[config.mk]
export PLATFORM = sky130hd
export DESIGN_NAME = cosim_commit_arbiter
export DESIGN_NICKNAME = d
export VERILOG_FILES = /design/src/rtl/cosim_commit_arbiter.sv
export SDC_FILE = /design/constraint.sdc
export NUM_CORES = 1
export LEC_CHECK = 0
export CAP_MARGIN = 20
export CORE_UTILIZATION = 50
export CTS_CLUSTER_DIAMETER = 30
export DETAILED_ROUTE_END_ITERATION = 16
export PLACE_DENSITY = 0.74
export SLEW_MARGIN = 25
export SYNTH_ARGS = -nofsm -noshare
export SYNTH_HDL_FRONTEND = slang
export SYNTH_SLANG_ARGS = --single-unit
[constraint.sdc]
create_clock -name clk -period 22.8 [get_ports clk]
set_clock_uncertainty 0.2 [all_clocks]
set_input_delay 4.56 -clock clk [delete_from_list [all_inputs] [get_ports clk]]
set_output_delay 4.56 -clock clk [all_outputs]
set_load 0.02 [all_outputs]
[src/rtl/cosim_commit_arbiter.sv]
// cosim_commit_arbiter: per-core commit FIFOs serialised round-robin onto one Spike checker port
module cosim_commit_arbiter #(
  parameter int NUM_CORES = 1,
  parameter int DEPTH     = 8,
  parameter int XLEN      = 64,
  parameter int CID_W     = (NUM_CORES > 1 ? $clog2(NUM_CORES) : 1)
) (
  input  logic                      clk,
  input  logic                      rst_n,
  input  logic                      setup_done,
  input  logic [NUM_CORES-1:0]      commit_valid,
  input  logic [NUM_CORES*XLEN-1:0] commit_pc,
  input  logic [NUM_CORES*32-1:0]   commit_insn,
  input  logic [NUM_CORES-1:0]      commit_rd_we,
  input  logic [NUM_CORES*5-1:0]    commit_rd,
  input  logic [NUM_CORES*XLEN-1:0] commit_wdata,
  output logic                      chk_valid,
  input  logic                      chk_ready,
  output logic [CID_W-1:0]          chk_core,
  output logic [XLEN-1:0]           chk_pc,
  output logic [31:0]               chk_insn,
  output logic                      chk_rd_we,
  output logic [4:0]                chk_rd,
  output logic [XLEN-1:0]           chk_wdata,
  output logic [31:0]               chk_seq,
  input  logic                      chk_mismatch,
  output logic [1:0]                state,
  output logic [NUM_CORES-1:0]      overflow,
  output logic [CID_W-1:0]          err_core,
  output logic [31:0]               err_seq,
  output logic [31:0]               checked_cnt
);
  localparam int AW = $clog2(DEPTH);
  localparam int RW = 2 * XLEN + 32 + 1 + 5 + 32;
  localparam logic [1:0] S_IDLE = 2'd0, S_RUN = 2'd1, S_ERR = 2'd2;
  logic [1:0]           state_q, state_d;
  logic [RW-1:0]        mem_q [NUM_CORES][DEPTH];
  logic [RW-1:0]        rec_in [NUM_CORES];
  logic [AW:0]          wr_q [NUM_CORES], wr_d [NUM_CORES];
  logic [AW:0]          rd_q [NUM_CORES], rd_d [NUM_CORES];
  logic [31:0]          seq_q [NUM_CORES], seq_d [NUM_CORES];
  logic [CID_W-1:0]     ptr_q, ptr_d, grant, err_core_q, err_core_d, drop_core;
  logic [NUM_CORES-1:0] ovf_q, ovf_d, nonempty, full, push, pop, drop;
  logic [31:0]          err_seq_q, err_seq_d, cnt_q, cnt_d, drop_seq;
  logic [RW-1:0]        head;
  logic                 hs;
  assign state       = state_q;
  assign overflow    = ovf_q;
  assign err_core    = err_core_q;
  assign err_seq     = err_seq_q;
  assign checked_cnt = cnt_q;
  assign chk_core    = grant;
  assign {chk_pc, chk_insn, chk_rd_we, chk_rd, chk_wdata, chk_seq} = head;
  // FIFO status and round-robin grant; ptr parks on a stalled grant so late arrivals cannot steal it
  always_comb begin
    for (int c = 0; c < NUM_CORES; c++) begin
      nonempty[c] = wr_q[c] != rd_q[c];
      full[c]     = wr_q[c] == {~rd_q[c][AW], rd_q[c][AW-1:0]};
      rec_in[c]   = {commit_pc[c*XLEN +: XLEN], commit_insn[c*32 +: 32], commit_rd_we[c],
                     commit_rd[c*5 +: 5], commit_wdata[c*XLEN +: XLEN], seq_q[c]};
    end
    grant = '0;
    for (int i = NUM_CORES - 1; i >= 0; i--)
      if (nonempty[(int'(ptr_q) + i) % NUM_CORES]) grant = CID_W'((int'(ptr_q) + i) % NUM_CORES);
    head      = mem_q[grant][rd_q[grant][AW-1:0]];
    chk_valid = (state_q == S_RUN) && |nonempty;
    hs        = chk_valid && chk_ready;
  end
  // next-state: push/pop/drop per core, sequence counters, error capture
  always_comb begin
    drop_core = '0;
    drop_seq  = '0;
    for (int c = 0; c < NUM_CORES; c++) begin
      pop[c]   = hs && (grant == CID_W'(c));
      push[c]  = (state_q == S_RUN) && commit_valid[c] && (!full[c] || pop[c]);
      drop[c]  = (state_q == S_RUN) && commit_valid[c] && full[c] && !pop[c];
      wr_d[c]  = wr_q[c] + (AW+1)'(push[c]);
      rd_d[c]  = rd_q[c] + (AW+1)'(pop[c]);
      seq_d[c] = seq_q[c] + 32'((state_q == S_RUN) && commit_valid[c]);
    end
    for (int c = NUM_CORES - 1; c >= 0; c--)
      if (drop[c]) begin
        drop_core = CID_W'(c);
        drop_seq  = seq_q[c];
      end
    ovf_d      = ovf_q | drop;
    cnt_d      = cnt_q + 32'(hs);
    ptr_d      = hs ? CID_W'((int'(grant) + 1) % NUM_CORES) : chk_valid ? grant : ptr_q;
    state_d    = (state_q == S_IDLE && setup_done) ? S_RUN : state_q;
    err_core_d = err_core_q;
    err_seq_d  = err_seq_q;
    if (hs && chk_mismatch) begin
      state_d    = S_ERR;
      err_core_d = grant;
      err_seq_d  = chk_seq;
    end else if (|drop) begin
      state_d    = S_ERR;
      err_core_d = drop_core;
      err_seq_d  = drop_seq;
    end
  end
  // control and status flops, flushed immediately by reset
  always_ff @(posedge clk or negedge rst_n) begin
    if (!rst_n) begin
      state_q    <= S_IDLE;
      ptr_q      <= '0;
      ovf_q      <= '0;
      err_core_q <= '0;
      err_seq_q  <= '0;
      cnt_q      <= '0;
      for (int c = 0; c < NUM_CORES; c++) begin
        wr_q[c]  <= '0;
        rd_q[c]  <= '0;
        seq_q[c] <= '0;
      end
    end else begin
      state_q    <= state_d;
      ptr_q      <= ptr_d;
      ovf_q      <= ovf_d;
      err_core_q <= err_core_d;
      err_seq_q  <= err_seq_d;
      cnt_q      <= cnt_d;
      for (int c = 0; c < NUM_CORES; c++) begin
        wr_q[c]  <= wr_d[c];
        rd_q[c]  <= rd_d[c];
        seq_q[c] <= seq_d[c];
      end
    end
  end
  // FIFO storage; contents are meaningless outside the pointer window so no reset
  always_ff @(posedge clk) begin
    for (int c = 0; c < NUM_CORES; c++)
      if (push[c]) mem_q[c][wr_q[c][AW-1:0]] <= rec_in[c];
  end
endmodule

# --- Yosys cells after proc, flatten, opt, wreduce, memory -nomap -nowiden ---
# Memory sizes are Yosys's and may differ from the RTL's.
# Cells that the tools add are included.
totals:
  regBits: 108
  ram_bits: 1584
  inputBits: 172
  out_inout_bits: 268
  word_cells: 52
  n_memories: 1
op_classes:
  addsub: 4
  order_cmp: 3
  eq_ne: 3
  n_mux: 14
  n_bitwise: 4
  n_reduce_logical: 15
mem_list:
  columns: ["memory", "depth", "width", "read_ports", "rd_ports_with_merged_regs", "write_ports", "line", "rtl"]
  rows:
  - ["mem_q", 1, 1584, 1, 0, 1, "37", "logic [RW-1:0] mem_q [NUM_CORES][DEPTH];"]
op_table:
  columns: ["operator", "count"]
  rows:
  - ["1584-bit two-way mux", 1]
  - ["198-bit binary-select mux with 3-bit select", 1]
  - ["198-bit demux with 3-bit select", 1]
  - ["198-bit two-way mux", 3]
  - ["32-bit by 1-bit adder with 32-bit output", 2]
  - ["32-bit two-way mux", 2]
  - ["1-bit logical AND", 9]
  - ["4-bit by 1-bit adder with 4-bit output", 2]
  - ["4-bit >= comparator, second input constant", 2]
  - ["3-bit inverter with 4-bit output", 2]
  - ["2-bit two-way mux", 3]
  - ["4-bit equality test", 1]
  - ["4-bit by 1-bit < comparator with 1-bit output, second input constant", 1]
  - ["4-bit != test", 1]
  - ["1-bit two-way mux", 3]
  - ["3-bit nonzero test", 1]
  - ["2-bit by 1-bit equality test with 1-bit output, second input constant", 1]
  - ["1-bit logical NOT", 2]
  - ["2-bit logical NOT", 1]
  - ["2-bit nonzero test", 1]
  - ["1-bit logical OR", 1]
  - ["1-bit inverter", 1]
  - ["1-bit OR", 1]

# --- Logic depth before layout (Yosys ltp) ---
logic_depth:
  word_depth: 7
  depth_mapped: 10

# --- Least setup slack after synthesis ---
# OpenSTA, ideal clock, no wires.
synth_path:
  path_type: "input -> register"
  start: "input port commit_valid"
  end: "memory mem_q[0][1386] in the netlist's numbering (enable)"
  arrival_ns: 19.529
  required_time_ns: 21.561
  slack_ns: 2.032
  cell_stages: 4
  path_cell_list: "and2_1 a21boi_0 nor2b_1 nor3b_1"
synth_via:
  elab_chain_cells: 4
synth_rtl:
  columns: ["element", "line", "rtl"]
  rows:
  - ["start, declared", "11", "input logic [NUM_CORES-1:0] commit_valid,"]
  - ["1-bit logical AND (2 in series)", "75", "push[c] = (state_q == S_RUN) && commit_valid[c] && (!full[c] || pop[c]);"]
  - ["1-bit two-way mux", "133", "if (push[c]) mem_q[c][wr_q[c][AW-1:0]] <= rec_in[c];"]
  - ["1584-bit two-way mux (implied by the code)", "133", null]
  - ["end, declared", "37", null]
# Every way passes these cells.

# --- Final worst setup path ---
layout_path:
  start: "register rd_q[2] in the netlist's numbering"
  end: "output port chk_wdata[39]"
layout_via:
  elab_chain_cells: 4
layout_rtl:
  columns: ["element", "line", "rtl"]
  rows:
  - ["start, declared", "40", "logic [AW:0] rd_q [NUM_CORES], rd_d [NUM_CORES];"]
  - ["start signal, assigned by index", "125", "rd_q[c] <= rd_d[c];"]
  - ["3-bit inverter with 4-bit output (implied by the code)", "65", "head = mem_q[grant][rd_q[grant][AW-1:0]];"]
  - ["198-bit binary-select mux with 3-bit select", "65", null]
  - ["198-bit two-way mux (implied by the code) (2 in series)", "65", null]
  - ["end, declared", "24", "output logic [XLEN-1:0] chk_wdata,"]
# Every way passes these cells. The select of a mux whose other input is x is not followed.

==> metrics.txt <==
# TYPE chip_impl_metric gauge
chip_impl_info{name="run_status",value="completed"} 1
chip_impl_metric{name="globalplace.congestion",unit=""} 0.7729
chip_impl_info{name="worst-setup-path-type",value="reg -> out"} 1
chip_impl_metric{name="first_pass_grt_wire_length",unit="mm"} 205.7
chip_impl_metric{name="die-area",unit="um2"} 130000
chip_impl_metric{name="hold_viol",unit=""} 0
chip_impl_metric{name="die_height",unit="um"} 360.5
chip_impl_metric{name="synth_async_sr_flop_share",unit=""} 0.06328
chip_impl_metric{name="slew_headroom",unit=""} 0.2855
chip_impl_metric{name="holdBufCountCts",unit=""} 0
chip_impl_metric{name="seq_area_frac_synth",unit=""} 0.7817
chip_impl_metric{name="min_period",unit="ns"} 9.988
chip_impl_metric{name="place.detailed.hpwl",unit="mm"} 69.76
chip_impl_metric{name="num_io_pins",unit=""} 440
chip_impl_metric{name="proportion_of_layout_cells_with_a_drive_suffix_above_1",unit=""} 0.3370
chip_impl_metric{name="slew_violations",unit=""} 0
chip_impl_metric{name="design_power_total",unit="mW"} 7.971
chip_impl_info{name="synth.cells.most_frequent",value="1,584 x sky130_fd_sc_hd__edfxtp_1, 396 x sky130_fd_sc_hd__mux4_2, 202 x sky130_fd_sc_hd__mux2_2, 107 x sky130_fd_sc_hd__dfrtp_1, 57 x sky130_fd_sc_hd__clkbuf_1"} 1
chip_impl_metric{name="arrival",unit="ns"} 5.23
chip_impl_metric{name="drtIter0Drc",unit=""} 2398
chip_impl_metric{name="clockBufferDepth",unit=""} 4
chip_impl_metric{name="power_density",unit="nW/um2"} 98.17
chip_impl_info{name="grt_setup_unrepaired",value="no"} 1
chip_impl_metric{name="worst_reg_to_reg_path_cell_count",unit=""} 9
chip_impl_metric{name="reg2reg_setup_slack",unit="ns"} 16.82
chip_impl_metric{name="synthCells",unit=""} 2684
chip_impl_info{name="netlist_top_cells_area",value="sky130_fd_sc_hd__edfxtp_1 74%, sky130_fd_sc_hd__mux4_2 14%, sky130_fd_sc_hd__dfrtp_1 4.2%, sky130_fd_sc_hd__mux2_2 3.5%, sky130_fd_sc_hd__mux2_4 1.3%"} 1
chip_impl_info{name="cts_tree",value="done"} 1
chip_impl_metric{name="yosysWarnings",unit=""} 0
chip_impl_info{name="synth-main-ff-cell",value="sky130_fd_sc_hd__edfxtp_1"} 1
chip_impl_metric{name="synth.avg_cell_area",unit="um2"} 23.95
chip_impl_metric{name="areaGrowthSynthToFinish",unit="%"} 26.33
chip_impl_metric{name="cts.reportedPaths.clkPinSlew",unit="ns"} 0.05
chip_impl_metric{name="die_width",unit="um"} 360.5
chip_impl_metric{name="tritoncts.num_buffers",unit=""} 324
chip_impl_metric{name="routed_wirelength",unit="mm"} 137.1
chip_impl_metric{name="ir_worst_vdd",unit="mV"} 0.06989
chip_impl_metric{name="fin_setup_tns",unit="ns"} 0
chip_impl_metric{name="io_buffers",unit=""} 437
chip_impl_metric{name="floorplan.rows",unit=""} 131
chip_impl_info{name="hold_path.class",value="reg -> reg"} 1
chip_impl_metric{name="max_fanout_on_critical_path",unit=""} 55
chip_impl_metric{name="postCtsSetupRepairBufs",unit=""} 0
chip_impl_metric{name="clock_insertion_delay_worst_skew",unit="ns"} 0.87
chip_impl_info{name="setup.worst_path.start",value="rd_q[2]"} 1
chip_impl_info{name="r2r-start",value="rd_q[1]"} 1
chip_impl_info{name="synth_most_common_cell",value="sky130_fd_sc_hd__edfxtp_1"} 1
chip_impl_info{name="synth.largest_area_cell",value="sky130_fd_sc_hd__edfxtp_1"} 1
chip_impl_metric{name="post_cts_resized",unit=""} 0
chip_impl_metric{name="post-synth-top-area-fraction",unit=""} 0.7401
chip_impl_metric{name="floorplan.initialDensity",unit=""} 0.5040
chip_impl_metric{name="htree_levels",unit=""} 5
chip_impl_metric{name="tritoncts_num_sinks",unit=""} 1691
chip_impl_metric{name="hold_depth",unit=""} 1
chip_impl_metric{name="stdcell_count",unit=""} 5283
chip_impl_metric{name="synth-edff-count",unit=""} 1584
chip_impl_metric{name="fin_crit_sh",unit=""} 0.4381
chip_impl_metric{name="first_global_vias",unit=""} 32790
chip_impl_metric{name="global_route.overflow_total",unit=""} 0
chip_impl_metric{name="syn_area",unit="um2"} 64270
chip_impl_info{name="crit-reg2reg-capture",value="mem_q[0][1456]"} 1
chip_impl_metric{name="routedWlPerCell",unit="um"} 25.96
chip_impl_metric{name="firstDrtPassIters",unit=""} 7
chip_impl_metric{name="routed_via_density",unit=""} 5.732
chip_impl_metric{name="final_nets",unit=""} 3554
chip_impl_metric{name="grt_max_degree",unit=""} 140
chip_impl_metric{name="drc",unit=""} 0
chip_impl_info{name="startpoint_type",value="flop"} 1
chip_impl_metric{name="gr-usage-all-layers",unit=""} 0.2123
chip_impl_metric{name="report.final.setup_viol",unit=""} 0
chip_impl_metric{name="grt_antenna_before_repair",unit=""} 14
chip_impl_metric{name="clock.fmax",unit="MHz"} 100.1
chip_impl_metric{name="placeableCoreArea",unit="um2"} 127500
chip_impl_metric{name="cap_violations",unit=""} 0
chip_impl_metric{name="num_vias",unit=""} 30280
chip_impl_metric{name="place.detailed.instances",unit=""} 4708
chip_impl_metric{name="power.static_leakage",unit="nW"} 27.12
chip_impl_metric{name="final_core_util",unit=""} 0.6367
chip_impl_metric{name="ant_nets",unit=""} 0
chip_impl_metric{name="worst_ep_required_time",unit="ns"} 18.04
chip_impl_metric{name="number_of_synthesized_register_bits",unit=""} 1691
chip_impl_metric{name="worst_pin_slew",unit="ns"} 1.072
chip_impl_metric{name="synth.lib_cells_used.distinct",unit=""} 36
chip_impl_info{name="ctsRootBufferMaster",value="sky130_fd_sc_hd__clkbuf_16"} 1
chip_impl_info{name="crit_end",value="chk_wdata[39]"} 1
chip_impl_info{name="critical_path_capture_point_type",value="output pin"} 1
[cell families (layout without fill, tap and decap cells)]
family,after synthesis,after routing,share of synthesized area
xor gates and xnor gates,68,68,0.009266
adders and majority gates,8,8,0.001557
and+or+nand+nor,128,128,0.01030
DFF,1691,1691,0.7817
muxes,657,657,0.1877
buffers and inverters,127,1059,0.008974
AOI/OAI and AO/OA,4,4,0.0004476
other,1,6,0.00005834
[cell type report]
type / count / area, um2
inverter: 5 / 18.77
fill: 8163 / 46320
multi-input combinational: 867 / 13500
sequential: 1691 / 50250
clock inverter: 208 / 2095
timing repair buffer: 485 / 4855
antenna: 4 / 10.01
clock buffer: 361 / 8383
tap: 1662 / 2079
[how the worst min path moves through the flow]
stage	startpoint	to	slack, ns
2_1_floorplan	wr_q[3]	wr_q[3]	0.26
3_3_place_gp	overflow	overflow	0.25
3_5_place_dp	overflow	overflow	0.26
4_1_cts	overflow	overflow	0.27
5_1_grt	overflow	overflow	0.29
6_report	overflow	overflow	0.27
[layout by cell type, fill, tap and decap left out, types with 4 or more instances in the layout]
cell	n
sky130_fd_sc_hd__edfxtp_1	1584
sky130_fd_sc_hd__clkdlybuf4s50_1	436
sky130_fd_sc_hd__mux4_2	396
sky130_fd_sc_hd__clkbuf_16	329
sky130_fd_sc_hd__mux2_2	202
sky130_fd_sc_hd__dfrtp_1	104
sky130_fd_sc_hd__mux2_4	55
sky130_fd_sc_hd__clkinv_2	52
sky130_fd_sc_hd__clkinvlp_4	41
sky130_fd_sc_hd__buf_4	39
sky130_fd_sc_hd__clkinv_1	38
sky130_fd_sc_hd__xnor2_1	37
sky130_fd_sc_hd__bufinv_16	32
sky130_fd_sc_hd__nand3_1	31
sky130_fd_sc_hd__xor2_1	31
sky130_fd_sc_hd__clkbuf_1	29
sky130_fd_sc_hd__nand2_1	25
sky130_fd_sc_hd__inv_6	24
sky130_fd_sc_hd__nor2_1	17
sky130_fd_sc_hd__clkinv_4	17
sky130_fd_sc_hd__and3_1	11
sky130_fd_sc_hd__nand4_1	10
sky130_fd_sc_hd__nor3_1	10
sky130_fd_sc_hd__ha_1	8
sky130_fd_sc_hd__buf_12	6
sky130_fd_sc_hd__inv_1	5
sky130_fd_sc_hd__diode_2	4
sky130_fd_sc_hd__and2_1	4
[stage by stage]
stage	setup WS [ns]	area, um2	hold slack [ns]
6_report	12.81	81200	0.2746
3_3_place_gp	13.58	70650	0.2541
4_1_cts	12.58	81130	0.2730
2_1_floorplan	2.032	64280	0.2640
5_1_grt	12.53	81200	0.2925
3_5_place_dp	13.59	70650	0.2589
[power by group]
part,internal (mW),total (mW),switching [mW]
combinational,0.0262,0.0604,0.0342
clock,3.00,4.52,1.52
sequential,3.39,3.39,0
[routing by layer]
| metal | vias up | global-route usage | routed length (um) |
|---|---|---|---|
| met5 | - | 0 | 124 |
| met4 | 20 | 0.07484 | 3737 |
| met3 | 294 | 0.05497 | 9552 |
| met2 | 1162 | 0.3584 | 70610 |
| met1 | 15990 | 0.2662 | 53110 |
| li1 | 12820 | - | - |
[worst max-delay path, stage by stage, from the launching register on]
cell and delay, ns:
sky130_fd_sc_hd__dfrtp_4 0.68, sky130_fd_sc_hd__buf_4 0.72, sky130_fd_sc_hd__buf_4 0.86, sky130_fd_sc_hd__buf_4 0.86, sky130_fd_sc_hd__mux2_2 0.43, sky130_fd_sc_hd__clkdlybuf4s50_1 0.61
[flip-flops by register name, summed over array words and instances, names as in the netlist]
signal	cells
checked_cnt	32
err_seq	32
mem_q	1584
overflow	1
rd_q	4
seq_q	32
state	2
wr_q	4
(Power assumes the default switching activity.)
